**src/rtl/pipe_rx_frame_decoder_pkg.sv**
```systemverilog
// pipe_rx_frame_decoder_pkg: header layout, parser states and shared defaults
package pipe_rx_frame_decoder_pkg;
  localparam int CHAN_LSB = 12;
  localparam int CHAN_W = 4;
  localparam int ADDR_LSB = 4;
  localparam int ADDR_W = 8;
  localparam int N_LSB = 2;
  localparam int N_W = 2;
  localparam int UPD_BIT = 1;
  localparam int DATA_W = 48;
  localparam int ERR_W = 8;
  localparam int DEFAULT_TIMEOUT = 1024;
  typedef enum logic [1:0] {IDLE = 2'd0, DATA = 2'd1, EMIT = 2'd2} state_t;
endpackage

```
**src/rtl/pipe_rx_frame_decoder_if.sv**
```systemverilog
// pipe_rx_frame_decoder_if: host pipe-in, parameter output and status bundle
interface pipe_rx_frame_decoder_if #(parameter int W_EP = 16);
  logic pipe_write_in;
  logic [W_EP-1:0] pipe_data_in;
  logic pipe_ready_out;
  logic param_valid_out;
  logic param_ready_in;
  logic [3:0] param_chan_out;
  logic [7:0] param_addr_out;
  logic [47:0] param_data_out;
  logic module_update_out;
  logic overflow_out;
  logic [7:0] err_count_out;
  logic clear_err_in;
  modport master (
    output pipe_write_in, pipe_data_in, param_ready_in, clear_err_in,
    input pipe_ready_out, param_valid_out, param_chan_out, param_addr_out,
    input param_data_out, module_update_out, overflow_out, err_count_out
  );
  modport slave (
    input pipe_write_in, pipe_data_in, param_ready_in, clear_err_in,
    output pipe_ready_out, param_valid_out, param_chan_out, param_addr_out,
    output param_data_out, module_update_out, overflow_out, err_count_out
  );
endinterface

```
**src/rtl/pipe_rx_frame_decoder_fifo.sv**
```systemverilog
// sync_word_fifo: single-clock word FIFO, first-word-fall-through read port
module sync_word_fifo #(
  parameter int W = 16,
  parameter int DEPTH = 16
) (
  input  logic clk,
  input  logic rst_n,
  input  logic wr_en,
  input  logic [W-1:0] wr_data,
  input  logic rd_en,
  output logic [W-1:0] rd_data,
  output logic full,
  output logic empty
);
  localparam int AW = $clog2(DEPTH);
  logic [W-1:0] mem [DEPTH];
  logic [AW-1:0] wr_ptr, rd_ptr;
  logic [AW:0] count;
  logic do_wr, do_rd;
  assign full = count == (AW+1)'(DEPTH);
  assign empty = count == '0;
  assign do_wr = wr_en && !full;
  assign do_rd = rd_en && !empty;
  assign rd_data = mem[rd_ptr];
  // storage needs no reset; only the pointers define what is valid
  always_ff @(posedge clk)
    if (do_wr) mem[wr_ptr] <= wr_data;
  // pointer and occupancy bookkeeping
  always_ff @(posedge clk or negedge rst_n)
    if (!rst_n) begin
      wr_ptr <= '0;
      rd_ptr <= '0;
      count <= '0;
    end else begin
      wr_ptr <= wr_ptr + AW'(do_wr);
      rd_ptr <= rd_ptr + AW'(do_rd);
      count <= count + (AW+1)'(do_wr) - (AW+1)'(do_rd);
    end
endmodule

```
**src/rtl/pipe_rx_frame_decoder.sv**
```systemverilog
// pipe_rx_frame_decoder: buffers host pipe words and parses them into parameter writes
module pipe_rx_frame_decoder
  import pipe_rx_frame_decoder_pkg::*;
#(
  parameter int W_EP = 16,
  parameter int FIFO_DEPTH = 16,
  parameter int TIMEOUT = DEFAULT_TIMEOUT
) (
  input logic clk_in,
  input logic rst_n_in,
  pipe_rx_frame_decoder_if.slave bus
);
  localparam int TW = $clog2(TIMEOUT + 1);
  state_t state;
  logic [W_EP-1:0] word;
  logic full, empty, pop, tmo_hit, err_ev, upd;
  logic [N_W-1:0] cnt;
  logic [TW-1:0] tmo;
  logic [DATA_W-1:0] acc;
  logic [CHAN_W-1:0] chan;
  logic [ADDR_W-1:0] addr;
  logic param_valid, module_update, overflow;
  logic [ERR_W-1:0] err_count;
  assign pop = !empty && state != EMIT;
  assign tmo_hit = state == DATA && empty && tmo == TW'(TIMEOUT - 1);
  assign err_ev = (state == IDLE && !empty && word[N_LSB +: N_W] == '0) || tmo_hit;
  sync_word_fifo #(.W(W_EP), .DEPTH(FIFO_DEPTH)) u_fifo (
    .clk(clk_in),
    .rst_n(rst_n_in),
    .wr_en(bus.pipe_write_in),
    .wr_data(bus.pipe_data_in),
    .rd_en(pop),
    .rd_data(word),
    .full(full),
    .empty(empty)
  );
  // frame parser: header -> data words -> hold result until accepted
  always_ff @(posedge clk_in or negedge rst_n_in)
    if (!rst_n_in) begin
      state <= IDLE;
      chan <= '0;
      addr <= '0;
      upd <= 1'b0;
      acc <= '0;
      cnt <= '0;
      tmo <= '0;
      param_valid <= 1'b0;
      module_update <= 1'b0;
    end else begin
      module_update <= 1'b0;
      case (state)
        IDLE:
          if (!empty && word[N_LSB +: N_W] != '0) begin
            chan <= word[CHAN_LSB +: CHAN_W];
            addr <= word[ADDR_LSB +: ADDR_W];
            upd <= word[UPD_BIT];
            acc <= '0;
            cnt <= word[N_LSB +: N_W];
            tmo <= '0;
            state <= DATA;
          end
        DATA:
          if (!empty) begin
            acc <= {acc[DATA_W-W_EP-1:0], word};
            cnt <= cnt - 1'b1;
            tmo <= '0;
            if (cnt == N_W'(1)) begin
              state <= EMIT;
              param_valid <= 1'b1;
            end
          end else if (tmo_hit) begin
            tmo <= '0;
            state <= IDLE;
          end else begin
            tmo <= tmo + 1'b1;
          end
        EMIT:
          if (bus.param_ready_in) begin
            param_valid <= 1'b0;
            module_update <= upd;
            state <= IDLE;
          end
        default: state <= IDLE;
      endcase
    end
  // error counter saturates; a coinciding error beats a clear
  always_ff @(posedge clk_in or negedge rst_n_in)
    if (!rst_n_in) begin
      err_count <= '0;
      overflow <= 1'b0;
    end else begin
      err_count <= err_ev ? (bus.clear_err_in ? ERR_W'(1) : (&err_count ? err_count : err_count + 1'b1))
                          : (bus.clear_err_in ? '0 : err_count);
      overflow <= (bus.pipe_write_in && full) || (overflow && !bus.clear_err_in);
    end
  assign bus.pipe_ready_out = !full;
  assign bus.param_valid_out = param_valid;
  assign bus.param_chan_out = chan;
  assign bus.param_addr_out = addr;
  assign bus.param_data_out = acc;
  assign bus.module_update_out = module_update;
  assign bus.overflow_out = overflow;
  assign bus.err_count_out = err_count;
endmodule

```
**src/flat_wrapper.sv**
```systemverilog
// flat-port wrapper written by rule: the top's interface ports become plain ports
module pipe_rx_frame_decoder_flat import pipe_rx_frame_decoder_pkg::*;
#(
  parameter int W_EP = 16,
  parameter int FIFO_DEPTH = 16,
  parameter int TIMEOUT = DEFAULT_TIMEOUT
)
  (clk_in, rst_n_in, bus_pipe_write_in, bus_pipe_data_in, bus_param_ready_in, bus_clear_err_in, bus_pipe_ready_out, bus_param_valid_out, bus_param_chan_out, bus_param_addr_out, bus_param_data_out, bus_module_update_out, bus_overflow_out, bus_err_count_out);
  pipe_rx_frame_decoder_if #(.W_EP(W_EP)) bus_i ();
  input logic clk_in;
  input logic rst_n_in;
  input wire logic [$bits(bus_i.pipe_write_in)-1:0] bus_pipe_write_in;
  input wire logic [$bits(bus_i.pipe_data_in)-1:0] bus_pipe_data_in;
  input wire logic [$bits(bus_i.param_ready_in)-1:0] bus_param_ready_in;
  input wire logic [$bits(bus_i.clear_err_in)-1:0] bus_clear_err_in;
  output wire logic [$bits(bus_i.pipe_ready_out)-1:0] bus_pipe_ready_out;
  output wire logic [$bits(bus_i.param_valid_out)-1:0] bus_param_valid_out;
  output wire logic [$bits(bus_i.param_chan_out)-1:0] bus_param_chan_out;
  output wire logic [$bits(bus_i.param_addr_out)-1:0] bus_param_addr_out;
  output wire logic [$bits(bus_i.param_data_out)-1:0] bus_param_data_out;
  output wire logic [$bits(bus_i.module_update_out)-1:0] bus_module_update_out;
  output wire logic [$bits(bus_i.overflow_out)-1:0] bus_overflow_out;
  output wire logic [$bits(bus_i.err_count_out)-1:0] bus_err_count_out;
  assign bus_i.pipe_write_in = bus_pipe_write_in;
  assign bus_i.pipe_data_in = bus_pipe_data_in;
  assign bus_i.param_ready_in = bus_param_ready_in;
  assign bus_i.clear_err_in = bus_clear_err_in;
  assign bus_pipe_ready_out = bus_i.pipe_ready_out;
  assign bus_param_valid_out = bus_i.param_valid_out;
  assign bus_param_chan_out = bus_i.param_chan_out;
  assign bus_param_addr_out = bus_i.param_addr_out;
  assign bus_param_data_out = bus_i.param_data_out;
  assign bus_module_update_out = bus_i.module_update_out;
  assign bus_overflow_out = bus_i.overflow_out;
  assign bus_err_count_out = bus_i.err_count_out;
  pipe_rx_frame_decoder #(.W_EP(W_EP), .FIFO_DEPTH(FIFO_DEPTH), .TIMEOUT(TIMEOUT)) u_core (.clk_in(clk_in), .rst_n_in(rst_n_in), .bus(bus_i));
endmodule
```
**config.mk**
```make
export PLATFORM = sky130hd
export DESIGN_NAME = pipe_rx_frame_decoder_flat
export DESIGN_NICKNAME = d
export VERILOG_FILES = /design/src/rtl/pipe_rx_frame_decoder_pkg.sv /design/src/rtl/pipe_rx_frame_decoder_if.sv /design/src/rtl/pipe_rx_frame_decoder_fifo.sv /design/src/rtl/pipe_rx_frame_decoder.sv /design/src/flat_wrapper.sv
export SDC_FILE = /design/constraint.sdc
export NUM_CORES = 1
export LEC_CHECK = 0
export CELL_PAD_IN_SITES_DETAIL_PLACEMENT = 0
export CELL_PAD_IN_SITES_GLOBAL_PLACEMENT = 1
export CORE_MARGIN = 1
export CORE_UTILIZATION = 51
export CTS_CLUSTER_SIZE = 12
export DETAILED_ROUTE_END_ITERATION = 16
export HOLD_SLACK_MARGIN = 0.1
export PLACE_DENSITY = 0.9
export SETUP_SLACK_MARGIN = 0.02
export SYNTH_ARGS = -nofsm -noshare
export SYNTH_HDL_FRONTEND = slang
export SYNTH_SLANG_ARGS = --single-unit
```
**constraint.sdc**
```tcl
create_clock -name clk_in -period 3.8 [get_ports clk_in]
set_input_delay 0.57 -clock clk_in [delete_from_list [all_inputs] [get_ports clk_in]]
set_output_delay 0.57 -clock clk_in [all_outputs]
set_load 0.01 [all_outputs]
```
==> metrics.md <==
| Metric | Value |
|---|---|
| Sequential-to-total area share from yosys stat | 73.05% |
| Number of fill cells | around 1900 |
| Post-synthesis async set-or-reset flop share | 28.09% |
| Final cell utilization of the core | between 60% and 70% |
| Number of input and output port buffers inserted | 92 |
| Number of clock buffers inserted by TritonCTS | 37 |
| Maximum number of pins on one net before global-route repair | 77 |
| Max-slew headroom at the worst pin | between 20% and 30% |
| Min-delay worst type | reg2reg |
| Worst setup startpoint | u_core.u_fifo.rd_ptr[1] |
| DRC Markers | 0 |
| Ys flop type | sky130_fd_sc_hd__edfxtp_1 |
| Total global-route track usage | 22.01% |
| CP Cell Sequence | mux4_2 > mux4_2 > nor3b_2 > o21ai_1 > or4_1 > a21oi_1 |
| Worst-path clk slew | roughly 0.060 ns |
| Crit path max-delay family | multiplexers |
| Length of the first detailed-routing pass in iterations | 8 |
| Number of global-route vias before repair | slightly below 8000 |
| Hold slack final | about 0.47 ns |
| Largest driver fanout on the critical path | 14 |
| Area growth from synthesis to layout | 18.30% |
| # setup viols final | 0 |
| Type of the worst setup path | reg2reg |
| Worst-Skew Late Latency | about 0.52 ns |
| CTS tree | done |
| Number of placement rows | 60 |
| Vias after detailed routing | approximately 7800 |
| Initial DRC count | between 800 and 900 |
| Post-Layout Inst Area | 16500 um^2 |
| Number of vias per cell | between 6 and 7 |
| Setup repair after global routing missed its margin | no |
| Kind of end point of the critical path | flop |
| Reg2reg end | u_core.bus.err_count_out[6] |
| Number of buffers inserted for hold repair after clock tree synthesis | 1 |
| Clock net sink count | about 360 |
| Netlist area before placement | about 14000 um^2 |
| Last element of the critical path | u_core.bus.err_count_out[6] |
| Number of standard cells in the layout, taps in and fillers out | roughly 1300 |
| Max-Cap Viols | 0 |
| Summed negative setup slack over all endpoints | 0 ns |
| Total power draw | 13.05 mW |
| Share of final-layout standard cells stronger than drive strength 1 | approximately 17% |
| Flip-flop and latch count after synthesis | around 360 |
| Fraction of synthesized cell area taken by the top area cell type | between 50% and 60% |
| Clk_skew | roughly 0.019 ns |
| R2r worst-path depth | 6 |
| Gr ovfl total | 0 |
| Effective utilization at floorplan | approximately half |
| Post-route worst setup slack | 0.8314 ns |
| Remaining number of nets flagged by the antenna check after routing | 0 |
| Resized Gates After CTS | 0 |
| PwrDens | ~790 nW/um^2 |
| Final wirelength | approximately 30 mm |
| Post-place setup slack | 0.8381 ns |
| Fin crit period | 2.969 ns |
| Syn nets | just over 800 |
| Post-CTS Repair Setup Buffers | 0 |
| Number of diodes | 0 |
| Post-layout nets | between 900 and 1000 |
| Crit start category | flop |
| Number of enable-type register cells in the synthesized netlist | between 200 and 300 |
| Cells after synthesis | between 700 and 800 |
| FMAX | between 300 and 400 MHz |
| I/O pin count | 93 |
| Cells after DPL | roughly 1200 |
| Yosys warnings | 0 |
| GP Congestion | approximately 0.8 |
| Number of slew-limit violations in the final report | 0 |
| Minimum setup slack among reg-to-reg paths | between 0.8 and 0.9 ns |
| Unique masters post-synth | 45 |
| HPWL Detailed | 17.40 mm |
| Library cell with the largest summed area after synthesis | sky130_fd_sc_hd__edfxtp_1 |
| Final routed wire length divided by cell count | around 24 um |
| Critical-path top delay cell | sky130_fd_sc_hd__mux4_2 |
| Largest buffer count on any clock path | 3 |
| Die W | 167.4 um |
| Global-route wire length before repair | roughly 46 mm |
| Static Leak | about 6 nW |
| RR Startpoint | u_core.u_fifo.rd_ptr[1] |
| Avg Cell Area, Syn | 17.61 um^2 |
| Area of the die | ~28000 um^2 |
| Worst slew pin tran | ~1.1 ns |
| Placed Instance Area | ~15000 um^2 |
| Most frequent cell on the critical path | sky130_fd_sc_hd__mux4_2 |
| Initial antenna violation count | 0 |
| Number of levels the H-tree was split into | 2 |
| Period utilization | between 70% and 80% |
| Slowest Stage Delay on Critical Path | between 0.5 and 0.6 ns |
| Synth top area cells | sky130_fd_sc_hd__edfxtp_1, sky130_fd_sc_hd__dfrtp_1, sky130_fd_sc_hd__mux4_2 |
| Final count of hold timing violations | 0 |
| Critical path buffers and inverters | 0 |
| Data arrival time of the critical path | about 3.4 ns |
| Die Y-Extent | 167.4 um |
| Worst-case vdd ir drop | about 0.50 mV |
| Core area | between 20000 and 30000 um^2 |
| Run status | complete, no violations |
| CP Depth | 6 |
| Buffer type at the clock tree root | sky130_fd_sc_hd__clkbuf_16 |
| Crit path required time | 4.24 ns |
worst min-delay path by stage:
stage	end	slack, ns	from	depth (start not counted)
2_1_floorplan	u_core.bus.err_count_out[0]	0.27	rst_n_in	0
3_3_place_gp	u_core.tmo[9]	0.46	u_core.tmo[9]	1
3_5_place_dp	u_core.tmo[9]	0.46	u_core.tmo[9]	1
4_1_cts	u_core.tmo[9]	0.47	u_core.tmo[9]	1
5_1_grt	u_core.tmo[9]	0.49	u_core.tmo[9]	1
6_report	u_core.tmo[9]	0.47	u_core.tmo[9]	1
cell usage after synthesis, types with 2 or more instances:
cell                       number
sky130_fd_sc_hd__edfxtp_1     256
sky130_fd_sc_hd__dfrtp_1      100
sky130_fd_sc_hd__mux4_2        54
sky130_fd_sc_hd__a22o_1        49
sky130_fd_sc_hd__nor2_1        33
sky130_fd_sc_hd__nand2_1       24
sky130_fd_sc_hd__a21oi_1       23
sky130_fd_sc_hd__clkbuf_1      22
sky130_fd_sc_hd__o21ai_0       22
sky130_fd_sc_hd__mux2i_1       21
sky130_fd_sc_hd__mux2_2        20
sky130_fd_sc_hd__inv_1         15
sky130_fd_sc_hd__nor2b_1       15
sky130_fd_sc_hd__ha_1          11
sky130_fd_sc_hd__o21ai_1       11
sky130_fd_sc_hd__buf_2         10
sky130_fd_sc_hd__nand3_1        9
sky130_fd_sc_hd__a21o_1         7
sky130_fd_sc_hd__a221o_1        7
sky130_fd_sc_hd__a22oi_1        7
sky130_fd_sc_hd__and3_1         7
sky130_fd_sc_hd__nor3_1         7
sky130_fd_sc_hd__a221oi_1       6
sky130_fd_sc_hd__buf_1          6
sky130_fd_sc_hd__or3_1          6
sky130_fd_sc_hd__xnor2_1        6
sky130_fd_sc_hd__xor2_1         5
sky130_fd_sc_hd__a31oi_1        4
sky130_fd_sc_hd__and2_1         4
sky130_fd_sc_hd__nand2b_1       4
sky130_fd_sc_hd__nand3b_1       3
sky130_fd_sc_hd__o31ai_1        3
sky130_fd_sc_hd__nand4_1        2
sky130_fd_sc_hd__nor3b_1        2
kinds of logic (layout without fill, tap and decap cells):
logic type | after synthesis | count (layout) | synth area share, %
AOI/OAI and AO/OA | 143 | 143 | 7.284
xor gates and xnor gates | 11 | 11 | 0.6907
adders and majority gates | 12 | 12 | 1.130
buffers and inverters | 55 | 196 | 1.624
DFF | 356 | 356 | 73.05
muxes | 95 | 95 | 11.84
and+or+nand+nor | 120 | 120 | 4.377
metal layers:
layer	track usage (%)	up-vias	share of wire, %
met5	0	-	0
met4	7.379	0	2.6
met3	3.356	59	6.5
met2	36.49	337	49
met1	30.05	4042	42
li1	-	3365	-
registers in the layout, summed over array words and instances (netlist names):
register / flops
u_core.u_fifo.wr_ptr: 4
u_core.state: 2
u_core.cnt: 2
u_core.bus.overflow_out: 1
u_core.bus.param_valid_out: 1
u_core.bus.err_count_out: 8
u_core.tmo: 11
u_core.bus.param_data_out: 48
u_core.bus.param_addr_out: 8
u_core.bus.module_update_out: 1
u_core.u_fifo.mem: 256
u_core.bus.param_chan_out: 4
u_core.u_fifo.count: 5
u_core.upd: 1
u_core.u_fifo.rd_ptr: 4
cell type report:
type                    instances  area, um^2  area share (%)
multi-input cells             381        3573           21.66
clock buffers                  56        1049           6.354
flip-flops and latches        356       10190           61.78
well taps                     341       426.7           2.586
repair buffers                119        1136           6.885
inverters                      16       60.06          0.3640
clock inverters                 5       61.31          0.3716
placed cells by master, fill, tap and decap left out, types with 3 or more instances in the layout:
master and instances:
sky130_fd_sc_hd__edfxtp_1 256, sky130_fd_sc_hd__dfrtp_1 98, sky130_fd_sc_hd__clkdlybuf4s50_1 91, sky130_fd_sc_hd__mux4_2 54
sky130_fd_sc_hd__a22o_1 49, sky130_fd_sc_hd__clkbuf_16 38, sky130_fd_sc_hd__nor2_1 32, sky130_fd_sc_hd__buf_4 26
sky130_fd_sc_hd__nand2_1 24, sky130_fd_sc_hd__a21oi_1 23, sky130_fd_sc_hd__o21ai_0 22, sky130_fd_sc_hd__mux2i_1 21
sky130_fd_sc_hd__mux2_2 20, sky130_fd_sc_hd__inv_1 15, sky130_fd_sc_hd__nor2b_1 15, sky130_fd_sc_hd__clkbuf_1 15
sky130_fd_sc_hd__o21ai_1 11, sky130_fd_sc_hd__ha_1 11, sky130_fd_sc_hd__nand3_1 9, sky130_fd_sc_hd__a21o_1 7
sky130_fd_sc_hd__a22oi_1 7, sky130_fd_sc_hd__a221o_1 7, sky130_fd_sc_hd__and3_1 7, sky130_fd_sc_hd__xnor2_1 6
sky130_fd_sc_hd__or3_1 6, sky130_fd_sc_hd__a221oi_1 6, sky130_fd_sc_hd__xor2_1 5, sky130_fd_sc_hd__and2_1 4
sky130_fd_sc_hd__nand2b_1 4, sky130_fd_sc_hd__nor3_2 4, sky130_fd_sc_hd__a31oi_1 4, sky130_fd_sc_hd__nand3b_1 3
sky130_fd_sc_hd__nor3_1 3, sky130_fd_sc_hd__clkinv_2 3, sky130_fd_sc_hd__clkbuf_8 3
where the power goes:
part | leakage, nW | internal (mW) | switching [mW] | total (mW)
clock | 0.540 | 1.97 | 1.39 | 3.35
combinational | 1.83 | 2.08 | 2.20 | 4.28
sequential | 3.61 | 4.86 | 0.550 | 5.41
total | 5.97 | 8.90 | 4.14 | 13.0
worst reg2reg max path: cells and delay by family, from the launching register on:
| kind | cells | cell delay, ns |
|---|---|---|
| mux | 2 | 1.10 |
| compound gates | 2 | 0.49 |
| simple gates | 2 | 0.77 |
| flops | 1 | 0.54 |
Power figures use the tool's default switching activity.
